==> config.mk <==
export PLATFORM = sky130hd
export DESIGN_NAME = weighted_rr_scheduler
export DESIGN_NICKNAME = d
export VERILOG_FILES = /design/src/rtl/arbiter_pkg.sv /design/src/rtl/rotate_priority_picker.sv /design/src/rtl/weighted_rr_scheduler.sv
export SDC_FILE = /design/constraint.sdc
export NUM_CORES = 1
export LEC_CHECK = 0
export BUFFER_PORTS_ARGS = -buffer_cell sky130_fd_sc_hd__buf_2
export CORE_ASPECT_RATIO = 1.1
export CORE_MARGIN = 2
export CORE_UTILIZATION = 25
export CTS_BUF_LIST = sky130_fd_sc_hd__clkbuf_16
export DETAILED_ROUTE_END_ITERATION = 12
export GPL_ROUTABILITY_DRIVEN = 0
export SLEW_MARGIN = 20
export SYNTH_ARGS = -nofsm -noshare
export SYNTH_HDL_FRONTEND = slang
export SYNTH_SLANG_ARGS = --single-unit
export TNS_END_PERCENT = 50
==> constraint.sdc <==
create_clock -name clk_i -period 3.17 [get_ports clk_i]
set_clock_uncertainty 0.05 [all_clocks]
set_input_delay 0.1585 -clock clk_i [delete_from_list [all_inputs] [get_ports clk_i]]
set_output_delay 0.1585 -clock clk_i [all_outputs]
set_load 0.005 [all_outputs]
==> src/rtl/arbiter_pkg.sv <==
// arbiter_pkg: shared FSM state type and default sizing for the weighted round-robin scheduler.
package arbiter_pkg;
    typedef enum logic {IDLE, GRANT} state_e;
    localparam int DEF_NUM_REQ      = 4;
    localparam int DEF_WEIGHT_W     = 4;
    localparam int DEF_STARVE_LIMIT = 64;
endpackage

==> src/rtl/rotate_priority_picker.sv <==
// rotate_priority_picker: combinational pick of the first set request at or after ptr_i, wrapping.
module rotate_priority_picker #(
    parameter int N = 4,
    localparam int IW = $clog2(N)
) (
    input  logic [N-1:0]  req_i,
    input  logic [IW-1:0] ptr_i,
    output logic [N-1:0]  onehot_o,
    output logic [IW-1:0] idx_o,
    output logic          found_o
);
    always_comb begin
        found_o = 1'b0;
        idx_o   = '0;
        // Scan farthest-first so the closest hit to ptr_i is the last one written.
        for (int k = N - 1; k >= 0; k--) begin
            if (req_i[(int'(ptr_i) + k) % N]) begin
                found_o = 1'b1;
                idx_o   = IW'((int'(ptr_i) + k) % N);
            end
        end
        onehot_o = found_o ? (N'(1) << idx_o) : '0;
    end
endmodule

==> src/rtl/weighted_rr_scheduler.sv <==
// weighted_rr_scheduler: weighted round-robin grant with per-requester burst credit.
// Define WRR_STARVATION_MON_EN to add the starve_o port and per-requester wait counters.
module weighted_rr_scheduler
    import arbiter_pkg::*;
#(
    parameter int NUM_REQ      = DEF_NUM_REQ,
    parameter int WEIGHT_W     = DEF_WEIGHT_W,
    parameter int STARVE_LIMIT = DEF_STARVE_LIMIT,
    localparam int IW = $clog2(NUM_REQ)
) (
    input  logic                              clk_i,
    input  logic                              arst_i,
    input  logic [NUM_REQ-1:0]                req_i,
    input  logic [NUM_REQ-1:0][WEIGHT_W-1:0]  weight_i,
    input  logic                              ready_i,
    output logic [NUM_REQ-1:0]                gnt_o,
    output logic                              gnt_valid_o,
    output logic [IW-1:0]                     gnt_idx_o
`ifdef WRR_STARVATION_MON_EN
    ,
    output logic [NUM_REQ-1:0]                starve_o
`endif
);
    state_e               state_q, state_d;
    logic [IW-1:0]        owner_q, owner_d, ptr_q, ptr_d, ptr_nxt, pick_ptr, pick_idx;
    logic [WEIGHT_W-1:0]  credit_q, credit_d, wt;
    logic [NUM_REQ-1:0]   gnt_q, gnt_d, pick_oh;
    logic                 xfer, rel, arb, found;

    rotate_priority_picker #(.N(NUM_REQ)) u_pick (
        .req_i    (req_i),
        .ptr_i    (pick_ptr),
        .onehot_o (pick_oh),
        .idx_o    (pick_idx),
        .found_o  (found)
    );

    always_comb begin
        xfer     = (state_q == GRANT) && ready_i && req_i[owner_q];
        rel      = (state_q == GRANT) && (!req_i[owner_q] || (xfer && credit_q == WEIGHT_W'(1)));
        ptr_nxt  = (owner_q == IW'(NUM_REQ - 1)) ? '0 : owner_q + 1'b1;
        pick_ptr = rel ? ptr_nxt : ptr_q;
        arb      = (state_q == IDLE) || rel;
        wt       = weight_i[pick_idx];
        state_d  = arb ? (found ? GRANT : IDLE) : state_q;
        owner_d  = arb ? (found ? pick_idx : '0) : owner_q;
        gnt_d    = arb ? pick_oh : gnt_q;
        credit_d = arb ? (found ? ((wt == '0) ? WEIGHT_W'(1) : wt) : '0)
                       : (xfer ? credit_q - 1'b1 : credit_q);
        ptr_d    = rel ? ptr_nxt : ptr_q;
    end

    always_ff @(posedge clk_i or posedge arst_i) begin
        if (arst_i) begin
            state_q  <= IDLE;
            owner_q  <= '0;
            ptr_q    <= '0;
            credit_q <= '0;
            gnt_q    <= '0;
        end else begin
            state_q  <= state_d;
            owner_q  <= owner_d;
            ptr_q    <= ptr_d;
            credit_q <= credit_d;
            gnt_q    <= gnt_d;
        end
    end

    assign gnt_o       = gnt_q;
    assign gnt_valid_o = (state_q == GRANT);
    assign gnt_idx_o   = owner_q;

`ifdef WRR_STARVATION_MON_EN
    localparam int CW = $clog2(STARVE_LIMIT + 1);
    logic [NUM_REQ-1:0][CW-1:0] cnt_q, cnt_d;

    // A waiter's count restarts when it drops its request or wins the next grant.
    always_comb begin
        for (int i = 0; i < NUM_REQ; i++) begin
            cnt_d[i]    = (!req_i[i] || gnt_d[i]) ? '0
                        : ((cnt_q[i] == CW'(STARVE_LIMIT)) ? cnt_q[i] : cnt_q[i] + 1'b1);
            starve_o[i] = (cnt_q[i] == CW'(STARVE_LIMIT));
        end
    end

    always_ff @(posedge clk_i or posedge arst_i) begin
        if (arst_i) cnt_q <= '0;
        else        cnt_q <= cnt_d;
    end
`endif
endmodule

After elaboration in Yosys (flattened, before gate mapping)
Index checks and enable logic that the tools add are counted.
{"block": "word_totals", "input_bits": 23, "wordCells": 67, "out_inout_bits": 7, "regBits": 13}
{"block": "classes", "n_addsub": 5, "shifts": 1, "n_reduce_logical": 12, "n_bitwise": 4, "eq_ne": 2, "mux": 32, "magnitude_cmp": 6}
{"cell": "$mux 4", "count": 6}
{"cell": "$mux 2", "count": 7}
{"cell": "$mux 1", "count": 13}
{"cell": "$lt 3x4->1 const B", "count": 3}
{"cell": "$bmux 1 s2", "count": 5}
{"cell": "$lt 2x3->1 const B", "count": 3}
{"cell": "$bmux 4 s2", "count": 1}
{"cell": "$reduce_or 2->1", "count": 3}
{"cell": "$add 2x1->2 const B", "count": 2}
{"cell": "$add 2x2->2 const B", "count": 2}
{"cell": "$eq 4x1->1 const B", "count": 1}
{"cell": "$logic_and 1x1->1", "count": 4}
{"cell": "$logic_not 4->1", "count": 1}
{"cell": "$shl 1x2->4 const A", "count": 1}
{"cell": "$sub 4x1->4 const B", "count": 1}
{"cell": "$and 1x1->1 const A", "count": 3}
{"cell": "$eq 2x2->1 const B", "count": 1}
{"cell": "$logic_or 1x1->1", "count": 2}
{"cell": "$reduce_bool 2->1", "count": 1}
{"cell": "$logic_not 1->1", "count": 1}
{"cell": "$not 1->1", "count": 1}

Logic depth before layout (Yosys ltp)
Gate-level depths: netlist (run 1).
{"block": "depth", "ltp_word": 23, "depth_mapped": 11, "depth_no_buf": 9}

By module
A second synthesis (run 1) with hierarchy kept.
{"block": "hier_totals", "hier_cells": 89, "hier_area_um2": 955.9}
{"module": "weighted_rr_scheduler", "cells_per_inst": 60, "seq_area_each_um2": 325.3, "instances": 1, "area_per_inst_um2": 773.2}
{"module": "rotate_priority_picker", "cells_per_inst": 29, "seq_area_each_um2": 0.0, "instances": 1, "area_per_inst_um2": 182.7}

Worst setup path after synthesis (run 1)
No wires, ideal clock.
{"block": "synth_path", "path_type": "flip-flop to flip-flop", "start": "register owner_q[0] (netlist: gnt_idx_o[0])", "end": "register credit_q[2]", "n_path_buf": 1, "path_stages_with_launch": 10, "slack_ns": 0.468, "period_less_slack_ns": 2.702, "setup_ns": 0.129, "arrival_time_ns": 2.523, "required_time_ns": 2.991, "path_cell_list": "dfrtp_1 -> ha_1 -> or3b_2 -> o211ai_1 -> o211ai_1 -> o21ai_1 -> buf_4 -> mux2_2 -> mux2i_1 -> o22ai_1"}
{"block": "synth_between", "elab_chain_len": 21, "elab_cells_between_ends": 41, "classes_between": "4 x add/sub; 1 x eq/ne; 28 x mux; 8 x reduce/logical"}
{"item": "start, declared", "line": "weighted_rr_scheduler.sv:25", "source": "logic [IW-1:0] owner_q, owner_d, ptr_q, ptr_d, ptr_nxt, pick_ptr, pick_idx;"}
{"item": "start signal, assigned", "line": "weighted_rr_scheduler.sv:62", "source": "owner_q <= owner_d;"}
{"item": "$bmux 1 s2", "line": "weighted_rr_scheduler.sv:39, weighted_rr_scheduler.sv:40"}
{"item": "$mux 1 (not written as such)", "line": "weighted_rr_scheduler.sv:39, weighted_rr_scheduler.sv:40"}
{"item": "$logic_and 1x1->1", "line": "weighted_rr_scheduler.sv:39", "source": "xfer = (state_q == GRANT) && ready_i && req_i[owner_q];"}
{"item": "$logic_and 1x1->1", "line": "weighted_rr_scheduler.sv:40", "source": "rel = (state_q == GRANT) && (!req_i[owner_q] || (xfer && credit_q == WEIGHT_W'(1)));"}
{"item": "$logic_or 1x1->1", "line": "weighted_rr_scheduler.sv:40"}
{"item": "$logic_and 1x1->1", "line": "weighted_rr_scheduler.sv:40"}
{"item": "$mux 2"}
{"item": "$add 2x2->2", "line": "rotate_priority_picker.sv:17, rotate_priority_picker.sv:19"}
{"item": "$bmux 1 s2", "line": "rotate_priority_picker.sv:17", "source": "if (req_i[(int'(ptr_i) + k) % N]) begin"}
{"item": "$mux 1 (not written as such) (2 in a row)", "line": "rotate_priority_picker.sv:17"}
{"item": "$mux 2 (4 in a row)", "line": "rotate_priority_picker.sv:17"}
{"item": "$bmux 4 s2", "line": "weighted_rr_scheduler.sv:44", "source": "wt = weight_i[pick_idx];"}
{"item": "$mux 4 (not written as such)", "line": "weighted_rr_scheduler.sv:44"}
{"item": "$logic_not 4->1", "line": "weighted_rr_scheduler.sv:48", "source": "credit_d = arb ? (found ? ((wt == '0) ? WEIGHT_W'(1) : wt) : '0)"}
{"item": "$mux 4 (3 in a row)", "line": "weighted_rr_scheduler.sv:48"}
{"item": "end signal, assigned", "line": "weighted_rr_scheduler.sv:64", "source": "credit_q <= credit_d;"}
{"item": "end, declared", "line": "weighted_rr_scheduler.sv:26", "source": "logic [WEIGHT_W-1:0] credit_q, credit_d, wt;"}
Several ways; a longest one is shown, not always the timed one. The select of a mux whose other input is x is not followed.
A chain may end at the register's enable or synchronous reset.

Worst setup path in the final report (run 1)
Same ends and word-level chain as after synthesis.

==> results of run 1 <==
==> kinds of logic (layout without fill, tap and decap cells) <==
group | Yosys count | count (layout) | synth area share, %
AND/OR/NAND/NOR | 31 | 31 | 16.1
multiplexers | 17 | 17 | 20.2
flip-flops | 13 | 13 | 32.5
buffers and inverters | 10 | 41 | 5.62
AO/OA/AOI/OAI | 22 | 22 | 19.2
adder cells (fa/ha/maj) | 3 | 3 | 3.75
XOR/XNOR | 3 | 3 | 2.62
==> routing by layer <==
| metal | vias to the layer above | global-route usage, % | part of all wire, % |
|---|---|---|---|
| met4 | 0 | 6.86 | 3.7 |
| met1 | 422 | 15.0 | 42 |
| met2 | 30 | 20.3 | 49 |
| li1 | 430 | - | - |
| met3 | 9 | 2.58 | 5.2 |
| met5 | - | 0 | 0 |
==> flip-flops by register name, indices dropped and copies added (netlist names) <==
register,cells
gnt_idx_o,2
credit_q,4
ptr_q,2
gnt_o,4
gnt_valid_o,1
==> per-stage QoR <==
stage | power [mW] | instances | cell area [sq um] | utilization [%] | hold WS, ps
finish | 1.25 | 182 | 1270 | 32.7 | 186
global route | 1.37 | 182 | 1270 | 32.7 | 217
CTS | 1.27 | 182 | 1270 | 32.7 | 189
detailed placement | 1.03 | 177 | 1190 | 30.4 | 169
global placement | 0.999 | 177 | 1190 | 30.4 | 159
floorplan | 0.879 | 99 | 1000 | - | -14.5
==> worst register-to-register path, stage by stage (launching register included) <==
cell and delay, ps:
dfrtp_1 450, ha_1 410, or3b_2 480, o211ai_1 100, o211ai_1 100, o21ai_1 340, buf_4 270, mux2_2 360
mux2i_1 130, o22ai_1 100
==> cell type report <==
cell class                 count  area, sq um  share of cell area [%]
inverter                       6         22.5                    1.77
clock buffer                   3         75.1                    5.89
sequential                    13          325                    25.5
clock inverter                 1         3.75                   0.294
timing repair buffer          31          163                    12.8
tap                           52         65.1                    5.10
multi-input combinational     76          621                    48.7
==> cells in the final DEF, fill, tap and decap left out, types with 4 or more instances in the layout <==
cell type,n
nor2_1,5
mux2_2,4
mux2i_1,9
inv_1,7
o21ai_0,5
buf_2,29
dfrtp_1,13
nand2_1,13
==> Yosys cell counts, types with 2 or more instances <==
cell       n
nor3_1     2
o211ai_1   3
dfrtp_1   13
nor3b_1    2
o22ai_1    3
xnor2_1    2
mux2i_1    9
ha_1       3
inv_1      6
mux2_2     4
o21ai_0    5
nand2_1   13
buf_6      2
mux2_4     3
nor2_1     5
==> power by group through the flow <==
stage,clock network [mW],registers (mW),logic (mW)
after detailed placement,0,0.315,0.712
final,0.235,0.311,0.709
after CTS,0.238,0.313,0.716
after global routing,0.246,0.325,0.803
after global placement,0,0.308,0.691
after floorplan,0,0.298,0.581
==> final timing paths <==
check                                          end  slack [ps]  cells past startpoint
max in group asynchronous     gnt_o[3]$_DFFE_PP0N_        2280                      3
setup / recovery           credit_q[2]$_DFFE_PP0P_         260                      9
hold reg to reg               gnt_o[2]$_DFFE_PP0N_         440                      2
hold / removal             gnt_valid_o$_DFFE_PP0N_         190                      2
setup reg to reg           credit_q[2]$_DFFE_PP0P_         260                      9
min in group asynchronous  credit_q[2]$_DFFE_PP0P_         440                      3
==> timing repair <==
action                                 in CTS  in global routing
hold buffers                                1                  0
resized for setup                           0                  0
endpoints found under the hold margin      13                  0
==> flow_summary.json, run 1 <==
{
  "status": "completed",
  "synth-edff-count": 0,
  "ant_nets": 0,
  "start_util_pct": 25.7,
  "hold_viol": 0,
  "intPower_mw": 0.762,
  "die_w_microns": 64.4,
  "required_ps": 3240,
  "synthArstFlopShare_pct": 100,
  "core_sq_um": 3900,
  "area_growth_pct": 27.2,
  "cts_tree": "built",
  "ys_ff_latch": 13,
  "end_kind": "register",
  "ctsRootBufferMaster": "clkbuf_16",
  "clk_latency_ps": 240,
  "grt_max_degree": 14,
  "relSlewSlack_pct": 65.9,
  "fin_crit_sh_pct": 91.8,
  "antenna-diode-count": 0,
  "hold_path_class": "input port to register",
  "htree_levels": 1,
  "final.setup.tns_ps": 0,
  "peakVddDrop_mv": 0.274,
  "dp_slack_ps": 256,
  "dieArea_sq_um": 4530,
  "setup_viol": 0,
  "cts-root-to-sink-buffers": 2,
  "report.final.slew_viol_count": 0,
  "antenna_found_initial": 0,
  "vias": 891,
  "drtIter0Drc": 31,
  "cp_max_fo": 11,
  "critical_path_arrival_ps": 2980,
  "cts_buffers": 3,
  "power_per_cell_area_nw_per_um2": 984,
  "hp-start": "req_i[2]",
  "path_class": "register to register",
  "path_cells": "ha_1 > or3b_2 > o211ai_1 > o211ai_1 > o21ai_1 > buf_4 > mux2_2 > mux2i_1 > o22ai_1",
  "final.min_clock_period_ps": 2910,
  "cp_top_family": "compound AO/OA/AOI/OAI gates",
  "fmax_ghz": 0.344,
  "gr-total-overflow": 0,
  "worstMarginPinSlew_ps": 511,
  "track_usage_pct": 12.4,
  "syn-instance-count": 99,
  "die_h_microns": 70.4,
  "ys_types": 39,
  "avgSynthCellArea_sq_um": 10.1,
  "portBuffers": 29,
  "nets": 157,
  "dr.pass1.iters": 4,
  "p_clk_share_pct": 18.7,
  "comb_power_share_pct": 56.5,
  "cellLeakagePower_nw": 0.594,
  "max_stage_delay_ps": 480,
  "startpoint_type": "register",
  "syn_area_sq_um": 1000,
  "rsz0062_at_grt": "no",
  "grt_pass1_wl_microns": 4400,
  "p_switching_mw": 0.493,
  "wirelength_microns": 2430,
  "maxCapViolCount": 0,
  "worst_path_max_delay_cell": "or3b_2",
  "p_seq_share_pct": 24.8,
  "cp-startpoint": "gnt_idx_o[0]$_DFFE_PP0N_",
  "synth_nets": 125,
  "wl_per_cell_microns": 13.4,
  "postLayoutSetupSlackWorst_ps": 260,
  "r2r-start": "gnt_idx_o[0]$_DFFE_PP0N_",
  "viasPerCell": 4.90,
  "cp_common_cell": "o211ai_1",
  "synth_area_leaders": "dfrtp_1, mux2i_1, nand2_1",
  "ios": 30,
  "synth_ff_type": "dfrtp_1",
  "clk_pin_slew_ps": 40,
  "yosysWarnings": 0,
  "swShare_pct": 39.3,
  "fillers": 427,
  "drive_gt1_share_pct": 36.9,
  "grt_pass1_vias": 968,
  "drcViolationCount": 0,
  "critPathBufInv": 1,
  "cts.sinks": 13,
  "synth_top_area_cell": "dfrtp_1",
  "dp_hpwl_microns": 1960,
  "post_cts_buffers": 0,
  "placementRows": 24,
  "netlist.area_leader.share_pct": 32.5,
  "ys_seq_area_share_pct": 32.5
}
(Power assumes the default switching activity.)
==> run 2: changes to the inputs <==
--- a/config.mk
+++ b/config.mk
@@ -5,13 +5,14 @@
 export SDC_FILE = /design/constraint.sdc
 export NUM_CORES = 1
 export LEC_CHECK = 0
-export BUFFER_PORTS_ARGS = -buffer_cell sky130_fd_sc_hd__buf_2
 export CORE_ASPECT_RATIO = 1.1
 export CORE_MARGIN = 2
 export CORE_UTILIZATION = 25
 export CTS_BUF_LIST = sky130_fd_sc_hd__clkbuf_16
 export DETAILED_ROUTE_END_ITERATION = 12
+export DONT_BUFFER_PORTS = 1
 export GPL_ROUTABILITY_DRIVEN = 0
+export PLACE_DENSITY = 0.37
 export SLEW_MARGIN = 20
 export SYNTH_ARGS = -nofsm -noshare
 export SYNTH_HDL_FRONTEND = slang
==> run 2 against run 1 <==
  * Total power decreased by 2.0%
  * Combinational power down 2%
  * Sequential share of layout area increased by 2.9 points
  * Sequential power decreased by 3%
  * Critical path type unchanged
  * Largest power group unchanged
==> flow_summary.json, run 2 (same netlist as run 1, synthesis figures left out) <==
{
  "worstMarginPinSlew_ps": 550,
  "setup_viol": 0,
  "clk_pin_slew_ps": 50,
  "drive_gt1_share_pct": 20.4,
  "final.setup.tns_ps": 0,
  "maxCapViolCount": 0,
  "vias": 790,
  "final_core_util_pct": 29.3,
  "fillers": 432,
  "intPower_mw": 0.751,
  "rsz0062_at_grt": "no",
  "grt_pass1_vias": 884,
  "final_cell_mix": "nand2_1, dfrtp_1, mux2i_1",
  "ant_nets": 0,
  "worst_path_max_delay_cell": "or3b_2",
  "path_class": "register to register",
  "cp_common_cell": "o211ai_1",
  "p_switching_mw": 0.479,
  "track_usage_pct": 11.4,
  "wirelength_microns": 2320,
  "antenna-diode-count": 0,
  "path_cells": "ha_1 > or3b_2 > o211ai_1 > o211ai_1 > o21ai_1 > mux2_2 > a2111oi_2 > o32ai_1",
  "power_per_cell_area_nw_per_um2": 1070,
  "placementRows": 24,
  "ctsRootBufferMaster": "clkbuf_16",
  "dieArea_sq_um": 4530,
  "viasPerCell": 5.10,
  "post_cts_buffers": 0,
  "hold_viol": 0,
  "comb_power_share_pct": 56.4,
  "p_clk_share_pct": 19.0,
  "p_seq_share_pct": 24.6,
  "drcViolationCount": 0,
  "report.final.slew_viol_count": 0,
  "holdWs_ps": 39.5,
  "portBuffers": 0,
  "totalPowerFinal_mw": 1.23,
  "cp_max_fo": 6,
  "fin_crit_sh_pct": 92.0,
  "ios": 30,
  "critical_path_arrival_ps": 2980,
  "hold_path_class": "input port to register",
  "htree_levels": 1,
  "end_kind": "register",
  "core_sq_um": 3900,
  "cts_tree": "built",
  "final.min_clock_period_ps": 2920,
  "dp_hpwl_microns": 1870,
  "relSlewSlack_pct": 63.3,
  "fmax_ghz": 0.343,
  "cts_buffers": 3,
  "area_growth_pct": 14.2,
  "nets": 130,
  "clk_latency_ps": 240,
  "dr.pass1.iters": 4,
  "antenna_found_initial": 0,
  "peakVddDrop_mv": 0.296,
  "grt_max_degree": 14,
  "cts.sinks": 13,
  "cts-root-to-sink-buffers": 2,
  "start_util_pct": 25.7,
  "required_ps": 3230,
  "swShare_pct": 38.9,
  "status": "completed",
  "grt_pass1_wl_microns": 4020,
  "wl_per_cell_microns": 14.9,
  "max_stage_delay_ps": 470,
  "die_w_microns": 64.4,
  "gr-total-overflow": 0,
  "cellLeakagePower_nw": 0.487,
  "startpoint_type": "register",
  "die_h_microns": 70.4,
  "drtIter0Drc": 35
}
-- run 2: per-stage QoR --
step,std cells,instance area [sq um],setup WS [ps]
after floorplan,99,1000,468
after global placement,150,1060,336
after detailed placement,150,1060,227
after CTS,155,1140,230
after global routing,155,1140,17.3
final,155,1140,255
-- run 2: final cells by class --
type / count / area, sq um / share of cell area (%)
Tap cell: 52 / 65.1 / 5.68
Clock buffer: 3 / 75.1 / 6.56
Multi-Input combinational cell: 76 / 621 / 54.2
Clock inverter: 1 / 3.75 / 0.328
Inverter: 6 / 22.5 / 1.97
Sequential cell: 13 / 325 / 28.4
Timing Repair Buffer: 4 / 32.5 / 2.84
-- run 2: layer usage --
| layer | GRT usage, % | wire, microns |
|---|---|---|
| met2 | 17.9 | 1110 |
| met1 | 14.2 | 979 |
| met4 | 5.91 | 21 |
| met5 | 0 | 0 |
| met3 | 2.74 | 208 |
-- run 2: power groups by stage --
| stage | sequential (mW) | combinational (mW) | clock (mW) |
|---|---|---|---|
| floorplan | 0.298 | 0.581 | 0 |
| global placement | 0.309 | 0.696 | 0 |
| detailed placement | 0.308 | 0.700 | 0 |
| CTS | 0.306 | 0.703 | 0.241 |
| global route | 0.315 | 0.780 | 0.253 |
| finish | 0.303 | 0.693 | 0.234 |
-- run 2: repair_timing --
action                    in CTS  in global routing
hold buffers                   1                  0
hold endpoints to repair      13                  0
gates resized for setup        0                  0
-- run 2: path summary, 6_finish.rpt --
path                                           from                       to  slack (ps)  depth (start not counted)
max in group asynchronous                    arst_i       ptr_q[1]$_DFF_PP0_        2350                          2
min                                        req_i[3]  gnt_valid_o$_DFFE_PP0N_          40                          1
max                        gnt_idx_o[1]$_DFFE_PP0N_  credit_q[0]$_DFFE_PP0P_         250                          8
max reg2reg                gnt_idx_o[1]$_DFFE_PP0N_  credit_q[0]$_DFFE_PP0P_         250                          8
min in group asynchronous                    arst_i  credit_q[0]$_DFFE_PP0P_         360                          2
min reg2reg                    gnt_o[2]$_DFFE_PP0N_     gnt_o[2]$_DFFE_PP0N_         460                          2
-- run 2: worst max-delay path: cells and delay by family (launching register included) --
kind	cells	cell delay (ps)
AO/OA/AOI/OAI	5	1070
adder cells (fa/ha/maj)	1	380
flip-flops	1	420
multiplexers	1	400
AND/OR/NAND/NOR	1	470
